File: config.mk
export PLATFORM = sky130hd
export DESIGN_NAME = mul_div_seq
export DESIGN_NICKNAME = d
export VERILOG_FILES = /design/src/rtl/mul_div_seq.sv
export SDC_FILE = /design/constraint.sdc
export NUM_CORES = 1
export LEC_CHECK = 0
export ABC_AREA = 1
export CAP_MARGIN = 10
export CORE_ASPECT_RATIO = 1.1
export CORE_MARGIN = 4
export CORE_UTILIZATION = 29
export CTS_BUF_LIST = sky130_fd_sc_hd__clkbuf_8
export CTS_CLUSTER_DIAMETER = 100
export DETAILED_ROUTE_END_ITERATION = 7
export PLACE_DENSITY = 0.44
export RECOVER_POWER = 50
export SETUP_SLACK_MARGIN = 0.05
export SYNTH_ARGS = -nofsm -noshare
export SYNTH_HDL_FRONTEND = slang
export SYNTH_SLANG_ARGS = --single-unit
File: constraint.sdc
create_clock -name clock -period 3.75 [get_ports clock]
set_input_delay 0.375 -clock clock [delete_from_list [all_inputs] [get_ports clock]]
set_output_delay 0.375 -clock clock [all_outputs]
set_load 0.03 [all_outputs]
File: src/rtl/mul_div_seq.sv
// Multi-cycle signed multiply (radix-2 Booth) / divide (restoring on magnitudes) with HI/LO result registers.
// Optional build macro MULDIV_FAST_ZERO_EN: zero-operand short path (done one cycle after start).
module mul_div_seq #(
    parameter int DATA_WIDTH = 32
) (
    input  logic                  clock,
    input  logic                  clear,
    input  logic                  start,
    input  logic                  op,
    input  logic [DATA_WIDTH-1:0] A,
    input  logic [DATA_WIDTH-1:0] B,
    output logic [DATA_WIDTH-1:0] HI,
    output logic [DATA_WIDTH-1:0] LO,
    output logic                  busy,
    output logic                  done,
    output logic                  div_zero
);
    localparam int W     = DATA_WIDTH;
    localparam int CNT_W = $clog2(DATA_WIDTH + 1);
    localparam logic [CNT_W-1:0] CNT_LAST = CNT_W'(DATA_WIDTH - 1);

    typedef enum logic [1:0] {S_IDLE, S_RUN, S_FIX, S_DONE} state_t;

    state_t           state_q, state_d;
    logic [CNT_W-1:0] cnt_q, cnt_d;
    logic [W:0]       acc_q, acc_d;
    logic [W-1:0]     mq_q, mq_d;
    logic             qm1_q, qm1_d;
    logic [W-1:0]     m_q, m_d;
    logic             op_q, op_d;
    logic             sa_q, sa_d;
    logic             sb_q, sb_d;
    logic [W-1:0]     hi_q, hi_d;
    logic [W-1:0]     lo_q, lo_d;
    logic             busy_q, busy_d;
    logic             done_q, done_d;
    logic             dz_q, dz_d;

    logic [W-1:0]     a_mag, b_mag;
    logic [W:0]       m_ext;
    logic [W:0]       booth_sum;
    logic [W:0]       div_shift;
    logic [W+1:0]     div_diff;
    logic             fast_zero;

    assign a_mag = A[W-1] ? -A : A;
    assign b_mag = B[W-1] ? -B : B;
    assign m_ext = {m_q[W-1], m_q};

`ifdef MULDIV_FAST_ZERO_EN
    assign fast_zero = op ? (A == '0) : ((A == '0) || (B == '0));
`else
    assign fast_zero = 1'b0;
`endif

    always_comb begin
        state_d   = state_q;
        cnt_d     = cnt_q;
        acc_d     = acc_q;
        mq_d      = mq_q;
        qm1_d     = qm1_q;
        m_d       = m_q;
        op_d      = op_q;
        sa_d      = sa_q;
        sb_d      = sb_q;
        hi_d      = hi_q;
        lo_d      = lo_q;
        dz_d      = dz_q;
        booth_sum = acc_q;
        div_shift = {acc_q[W-1:0], mq_q[W-1]};
        div_diff  = {1'b0, div_shift} - {2'b00, m_q};

        case (state_q)
            S_IDLE: begin
                if (start) begin
                    op_d  = op;
                    sa_d  = A[W-1];
                    sb_d  = B[W-1];
                    cnt_d = '0;
                    acc_d = '0;
                    qm1_d = 1'b0;
                    // MUL keeps signed operands; DIV works on magnitudes, signs fixed in FIX.
                    m_d   = op ? b_mag : A;
                    mq_d  = op ? a_mag : B;
                    if (op && (B == '0)) begin
                        state_d = S_DONE;
                        hi_d    = A;
                        lo_d    = '1;
                        dz_d    = 1'b1;
                    end else if (fast_zero) begin
                        state_d = S_DONE;
                        hi_d    = '0;
                        lo_d    = '0;
                        dz_d    = 1'b0;
                    end else begin
                        state_d = S_RUN;
                    end
                end
            end
            S_RUN: begin
                if (!op_q) begin
                    case ({mq_q[0], qm1_q})
                        2'b01:   booth_sum = acc_q + m_ext;
                        2'b10:   booth_sum = acc_q - m_ext;
                        default: booth_sum = acc_q;
                    endcase
                    acc_d = {booth_sum[W], booth_sum[W:1]};
                    mq_d  = {booth_sum[0], mq_q[W-1:1]};
                    qm1_d = mq_q[0];
                end else if (!div_diff[W+1]) begin
                    acc_d = div_diff[W:0];
                    mq_d  = {mq_q[W-2:0], 1'b1};
                end else begin
                    acc_d = div_shift;
                    mq_d  = {mq_q[W-2:0], 1'b0};
                end
                if (cnt_q == CNT_LAST) begin
                    state_d = S_FIX;
                end else begin
                    cnt_d = cnt_q + 1'b1;
                end
            end
            S_FIX: begin
                if (!op_q) begin
                    hi_d = acc_q[W-1:0];
                    lo_d = mq_q;
                end else begin
                    lo_d = (sa_q ^ sb_q) ? -mq_q : mq_q;
                    hi_d = sa_q ? -acc_q[W-1:0] : acc_q[W-1:0];
                end
                dz_d    = 1'b0;
                state_d = S_DONE;
            end
            default: begin
                state_d = S_IDLE;
            end
        endcase

        busy_d = (state_d != S_IDLE);
        done_d = (state_d == S_DONE);
    end

    always_ff @(posedge clock) begin
        if (!clear) begin
            state_q <= S_IDLE;
            cnt_q   <= '0;
            acc_q   <= '0;
            mq_q    <= '0;
            qm1_q   <= 1'b0;
            m_q     <= '0;
            op_q    <= 1'b0;
            sa_q    <= 1'b0;
            sb_q    <= 1'b0;
            hi_q    <= '0;
            lo_q    <= '0;
            busy_q  <= 1'b0;
            done_q  <= 1'b0;
            dz_q    <= 1'b0;
        end else begin
            state_q <= state_d;
            cnt_q   <= cnt_d;
            acc_q   <= acc_d;
            mq_q    <= mq_d;
            qm1_q   <= qm1_d;
            m_q     <= m_d;
            op_q    <= op_d;
            sa_q    <= sa_d;
            sb_q    <= sb_d;
            hi_q    <= hi_d;
            lo_q    <= lo_d;
            busy_q  <= busy_d;
            done_q  <= done_d;
            dz_q    <= dz_d;
        end
    end

    assign HI       = hi_q;
    assign LO       = lo_q;
    assign busy     = busy_q;
    assign done     = done_q;
    assign div_zero = dz_q;

endmodule

==> results of run 1 <==
## cell usage after synthesis, types with 2 or more instances
library cell    n  area (um^2)
nand3_1       204         1020
buf_1           7         26.3
nor3_1         45          225
nand2_2         9         56.3
dfxtp_1       176         3520
nor2_1        277         1040
o21ai_0       298         1490
nor2_2          2         12.5
nand4_1        34          213
o31ai_1         5         37.5
nor3_2         10          100
nor2_4          4         45.0
nand2_1       646         2420
and2_1          3         18.8
fa_1            2         40.0
o221ai_1        8         70.1
a21oi_2         3         26.3
xor2_1         68          596
clkinv_1        3         11.3
ha_1           71          888
o21ai_2         2         17.5
nand3b_1       23          173
nand3_2         3         30.0
o21a_1         10         75.1
o211ai_1       32          240
a21oi_1       336         1680
buf_6           3         33.8
a21o_1          8         60.1
nand2_4         2         22.5
inv_1         302         1130
o21ai_1        13         65.1
clkbuf_1       89          334
or2_2          15         93.8
nor4_1          8         50.1
a31oi_1        41          257
o22ai_1         4         25.0
buf_2          22          110
o21bai_1       13         97.6
o41ai_1         2         17.5
inv_2           7         26.3
xnor2_1         9         78.8
## logic make-up after synthesis
logic type	Yosys count
flops	176
xor+xnor	77
compound gates	780
buf+inv	433
fa+ha+maj	73
simple gates	1288
## final cells by class
class                   instances  area (um^2)
clock buffers                  19          262
well taps                     744          931
inverters                     312         1170
multi-input cells            2218        11700
repair buffers                291         2520
clock inverters                12          176
fillers                      6332        36000
diodes                          1         2.50
flip-flops and latches        176         3530
## layer usage
layer / GRT usage [%] / share of wire (%)
met1: 35.9 / 42
met2: 49.0 / 48
met5: 0 / 0
met4: 11.2 / 4.3
met3: 3.46 / 5.2
## final timing paths
path,slack [ns],endpoint
worst max-delay path,0.14,acc_q[27]
worst min register to register,0.47,div_zero
worst min-delay path,0.25,HI[20]
worst max register to register,0.14,acc_q[27]
## stage by stage
stage               area, um^2  setup slack [ns]
detailed placement       19500           -0.0548
CTS                      20000            0.0397
floorplan                16600             0.693
global placement         19500           -0.0934
global route             20300           -0.0458
finish                   20300             0.138
## worst max-delay path: cells and delay by family (launching register included)
kind                     cells  cell delay, ns
AO/OA/AOI/OAI                6            0.85
XOR/XNOR                     1            0.19
adder cells (fa/ha/maj)      1            0.38
buffers and inverters        3            0.38
flip-flops                   1            0.34
AND/OR/NAND/NOR             13            1.39
## power breakdown
group          switching [mW]  internal (mW)
Combinational            4.36           2.01
Sequential              0.289           2.14
Clock                   0.896          0.709
Total                    5.54           4.86
## state kept, by name, indices dropped and copies added, names as in the netlist
register and flops:
busy 1, sb_q 1, m_q 32, op_q 1
cnt_q 6, mq_q 32, acc_q 33, HI 32
state_q 2, LO 32, done 1, div_zero 1
qm1_q 1, sa_q 1
## repair_timing
item	in CTS	in global routing
endpoints found under the setup margin	3	21
resized for setup	9	87
pin swaps	0	21
endpoints found under the hold margin	0	0
buffers inserted	0	5
==> results.py, run 1 <==
metrics = {
    "job": {
        "maxCapViolCount": 1,
    },
    "yosys": {
        "synthArstFlopShare_pct": 0,
        "synthSimpleGateAreaFrac_pct": 33.6,
        "synth_compound_area_share_pct": 25.4,
        "synth_seq_area_share_pct": 21.3,
        "ys_types": 49,
        "synthMuxAreaShare_pct": 0,
        "synth_warnings": 0,
        "synthCells": 2827,
        "synth-xor-area-share_pct": 4.07,
        "yosys.area_share.adder_pct": 5.60,
        "postSynthAreaPerCell_um2": 5.86,
        "synth_top_family_by_area": "simple AND/OR/NAND/NOR gates",
        "ys.flop_type": "dfxtp_1",
        "netlist_area_um2": 16600,
        "synth_edf_count": 0,
        "syn_nets": 2968,
        "ys_seq_elements": 176,
    },
    "drt": {
        "drc_errors": 0,
        "ant_nets": 0,
        "drt_first_pass_iters": 6,
        "wl_um": 89600,
        "drt-initial-drc-count": 1680,
        "dr_total_vias": 20400,
        "viasPerCell": 5.40,
        "wire_per_inst_um": 23.8,
    },
    "floorplan": {
        "die_h_um": 259,
        "die-area_um2": 61000,
        "initial_utilization_pct": 29.4,
        "num_io_pins": 135,
        "core_um2": 56400,
        "rows": 91,
        "die_x_um": 236,
    },
    "outcome": {
        "violations": "max-capacitance violations, max-slew violations",
        "status": "finished, violations left",
    },
    "clocking": {
        "cts_sinks": 176,
        "cts_buffers": 17,
        "cts_tree": "built",
        "clock_latency_ns": 0.56,
        "clock_path_buffers": 2,
        "cts_root_buf": "clkbuf_8",
        "path_clk_slew_ns": 0.11,
        "htreeDepth": 4,
        "hold_buffers": 0,
    },
    "setup_path": {
        "r2r_start": "m_q[2]",
        "endpoint_kind": "flip-flop",
        "cpMaxStageDelayCell": "ha_1",
        "worstPathArrival_ns": 4.11,
        "worstPathRequired_ns": 4.25,
        "path_class": "flip-flop to flip-flop",
        "startpoint": "m_q[2]",
        "start_kind": "flip-flop",
        "crit_chain": "inv_2, nand3_2, nor2_1, nand2_1, nor2_2, nand4_1, buf_6, o21ai_4, o21ai_2, a21oi_2, o21ai_1, xor2_1, ha_1, nand2_2, nor2_2, buf_4, nand2_1, nor2_2, nor2_1, nand3b_1, nand3_1, a21oi_2, nand2_1, a21oi_1",
        "worst_path_largest_cell_delay_ns": 0.38,
        "path_max_fanout": 4,
        "reg2reg_depth": 24,
    },
    "timing": {
        "fin_crit_sh_pct": 96.3,
        "clock_skew_ns": 0.0240,
        "finalHoldViolCount": 0,
        "worst_pin_slew_ns": 1.63,
        "rsz0062_at_grt": "true",
        "setup-violations-final": 0,
        "max_freq_mhz": 277,
        "slew_violations": 35,
        "post-route-min-period_ns": 3.61,
        "holdWs_ns": 0.253,
        "tns_ns": 0,
        "slew_headroom_pct": -8.68,
    },
    "worst_hold_path": {
        "min_delay_path_depth": 3,
        "hp-start": "clear",
        "hp-class": "primary input to flip-flop",
    },
    "power": {
        "power_density_nw_per_um2": 512,
        "p_leak_nw": 9.13,
        "worst_ir_drop_vdd_v": 0.000233,
        "power_mw": 10.4,
    },
    "layout": {
        "final_core_util_pct": 36.1,
        "layout-drive-gt1-share_pct": 10.7,
        "final_common_cell": "nand2_1",
        "fin_cells": 3773,
        "final_nets": 3157,
        "area_growth_pct": 22.6,
        "mostFrequentLayoutCells": "nand2_1, a21oi_1, inv_1, o21ai_0, nor2_1",
    },
    "grt": {
        "grt_pass1_wl_um": 131000,
        "grt_max_degree": 72,
        "grt_use_total_pct": 28.3,
        "grt.overflow.total": 0,
        "grt_antenna_before_repair": 1,
        "grt_pass1_vias": 19600,
    },
    "placement": {
        "port_buffers": 134,
        "place_congestion": 0.978,
        "dpl.hpwl_um": 72200,
        "place_inst": 3736,
    },
}
No activity file was read; power rests on OpenSTA's default activity.
==> inputs of run 2 (changes only) <==
Settings changed: CORE_ASPECT_RATIO 1.1 to unset, MAX_ROUTING_LAYER set to met4.
==> run 2 against run 1 <==
Compared with the run above:
- sequential power barely moved
- total power decreased by 1.3%
- largest power group unchanged
- the flow still finishes with violations (max-capacitance violations, max-slew violations)
- utilization is 0.71 points lower
- clock skew up 0.011 ns
- non-clock buffer count decreased by 54
- global-route usage up 0.84 points
- highest routed layer unchanged
- sequential cell count stayed put
- fmax is 1.3% higher
- largest cell class unchanged
- final cell count fell by 1.1%
- worst setup slack better by 0.047 ns
- via count down 1.0%
==> results.py, run 2 (same netlist as run 1, synthesis figures left out) <==
metrics = {
    "outcome": {
        "status": "finished, violations left",
        "violations": "max-capacitance violations, max-slew violations",
    },
    "power": {
        "sw_frac_of_total_pct": 54.9,
        "switchingPower_mw": 5.63,
        "clock_power_share_pct": 15.2,
        "intPower_mw": 4.63,
        "power_density_nw_per_um2": 514,
        "p_leak_nw": 8.89,
        "combPwrFrac_pct": 60.9,
        "sequentialPowerShare_pct": 23.9,
        "power_mw": 10.3,
        "worst_ir_drop_vdd_v": 0.000330,
    },
    "placement": {
        "place_ws_ns": -0.0172,
        "placed_area_um2": 19100,
        "dpl.hpwl_um": 71500,
        "place_congestion": 0.971,
        "place_inst": 3691,
        "port_buffers": 134,
    },
    "timing": {
        "max_freq_mhz": 280,
        "finalHoldViolCount": 0,
        "rsz0062_at_grt": "true",
        "slew_headroom_pct": -19.9,
        "worst_slack_ns": 0.184,
        "setup-violations-final": 0,
        "slew_violations": 35,
        "post-route-min-period_ns": 3.57,
        "fin_crit_sh_pct": 95.1,
        "tns_ns": 0,
        "clock_skew_ns": 0.0349,
        "worst_pin_slew_ns": 1.80,
    },
    "setup_path": {
        "path_max_fanout": 5,
        "endpoint_kind": "flip-flop",
        "worst_path_largest_cell_delay_ns": 0.40,
        "cpMaxStageDelayCell": "ha_2",
        "timing.critical_path.buf_inv": 2,
        "rrSetupSlack_ns": 0.18,
        "path_class": "flip-flop to flip-flop",
        "crit_family": "simple AND/OR/NAND/NOR gates",
        "cp_num_cells": 21,
        "r2r_start": "m_q[1]",
        "r2r_end": "acc_q[24]",
        "crit_chain": "inv_4, nand3_4, nor2_4, nand2_2, nor2_4, nand4_1, buf_4, o21ai_1, nand2_1, xor2_1, ha_2, nand2_1, nor2_2, nand2_1, nor4_1, nand2_1, nand3b_1, nand3_1, nand2_1, nand3_1, a21oi_1",
        "start_kind": "flip-flop",
        "reg2reg_depth": 21,
        "worstPathRequired_ns": 4.25,
        "crit_top_cell": "nand2_1",
        "worstPathArrival_ns": 4.07,
    },
    "clocking": {
        "cts_sinks": 176,
        "hold_buffers": 0,
        "path_clk_slew_ns": 0.12,
        "cts_root_buf": "clkbuf_8",
        "clock_path_buffers": 2,
        "clock_latency_ns": 0.58,
        "cts_tree": "built",
        "htreeDepth": 4,
        "cts_buffers": 17,
    },
    "layout": {
        "final_nets": 3103,
        "top_register": "acc_q",
        "layout-drive-gt1-share_pct": 9.18,
        "mostFrequentLayoutCells": "nand2_1, a21oi_1, inv_1, o21ai_0, nor2_1",
        "final_common_cell": "nand2_1",
        "fin_cells": 3732,
        "area_growth_pct": 20.5,
        "design_area_um2": 20000,
        "largest_reg_flops": 33,
    },
    "worst_hold_path": {
        "min_delay_worst_endpoint": "cnt_q[3]",
        "min_delay_path_depth": 5,
        "hp-class": "primary input to flip-flop",
        "hp-start": "clear",
    },
    "drt": {
        "drc_errors": 0,
        "drt_first_pass_iters": 5,
        "ant_nets": 0,
        "wire_per_inst_um": 23.9,
        "drt-initial-drc-count": 2384,
        "dr_total_vias": 20200,
        "wl_um": 89100,
        "viasPerCell": 5.40,
    },
    "floorplan": {
        "num_io_pins": 135,
        "rows": 87,
        "die-area_um2": 61000,
        "initial_utilization_pct": 29.3,
        "die_x_um": 247,
        "die_h_um": 247,
        "core_um2": 56500,
    },
    "grt": {
        "grt.overflow.total": 0,
        "grt_pass1_wl_um": 128000,
        "grt_use_total_pct": 29.2,
        "grt_antenna_before_repair": 1,
        "grt_max_degree": 93,
        "grt_pass1_vias": 18500,
    },
    "job": {
        "maxCapViolCount": 1,
    },
}
-- run 2: changes by cell type in the layout (fill, tap and decap cells not counted), sizes merged --
cell           change
buf               -55
clkdlybuf4s50      +4
dlygate4sd3        -4
bufinv             -2
clkinv             +2
inv                +2
clkbuf             -1
clkinvlp           +1
-- run 2: what timing repair did --
item                       in CTS  in global routing
resized for setup               6                 91
buffers inserted                1                  7
setup endpoints to repair       4                 20
hold endpoints to repair        0                  0
gates cloned                    0                  0
pin swaps                       0                 19
-- run 2: metrics by stage --
step | util [%] | hold slack (ns)
2_1_floorplan | - | 0.439
3_3_place_gp | 33.9 | 0.458
3_5_place_dp | 33.9 | 0.462
4_1_cts | 34.7 | 0.362
5_1_grt | 35.4 | 0.370
6_report | 35.4 | 0.425
-- run 2: final cells by class --
| class | instances | area (um^2) |
|---|---|---|
| Fill cell | 6346 | 36500 |
| Antenna cell | 1 | 2.50 |
| Tap cell | 756 | 946 |
| Timing Repair Buffer | 237 | 2160 |
| Clock buffer | 17 | 234 |
| Clock inverter | 15 | 210 |
| Inverter | 312 | 1170 |
| Multi-Input combinational cell | 2218 | 11700 |
| Sequential cell | 176 | 3530 |
-- run 2: worst max path at each step --
stage / startpoint / end / slack [ns]
2_1_floorplan: m_q[1] / acc_q[26] / 0.69
3_5_place_dp: m_q[1] / acc_q[21] / -0.02
3_3_place_gp: m_q[1] / acc_q[32] / -0.02
6_report: m_q[1] / acc_q[24] / 0.18
5_1_grt: m_q[2] / acc_q[31] / -0.05
4_1_cts: m_q[1] / acc_q[21] / 0.02
-- run 2: power by group through the flow --
stage	clock network [mW]	logic, mW	registers, mW
after global placement	0	6.03	2.48
after floorplan	0	3.50	2.61
final	1.56	6.25	2.45
after detailed placement	0	5.99	2.48
after global routing	1.68	6.78	2.48
after CTS	1.61	6.03	2.44
-- run 2: routing by layer --
| layer | share of wire (%) | routed length, um | track usage, % | vias to the layer above |
|---|---|---|---|---|
| met5 | 0 | 0 | - | - |
| li1 | - | - | - | 9747 |
| met3 | 6.9 | 6150 | 4.96 | 67 |
| met1 | 51 | 45000 | 44.2 | 9616 |
| met4 | 1.2 | 1050 | 4.44 | 0 |
| met2 | 41 | 36900 | 40.9 | 735 |
-- run 2: worst min-delay path, stage by stage --
cell and delay, ns:
buf_2 0.13, clkinv_1 0.20, nor2_1 0.13, o21ai_0 0.08, nor2_1 0.04
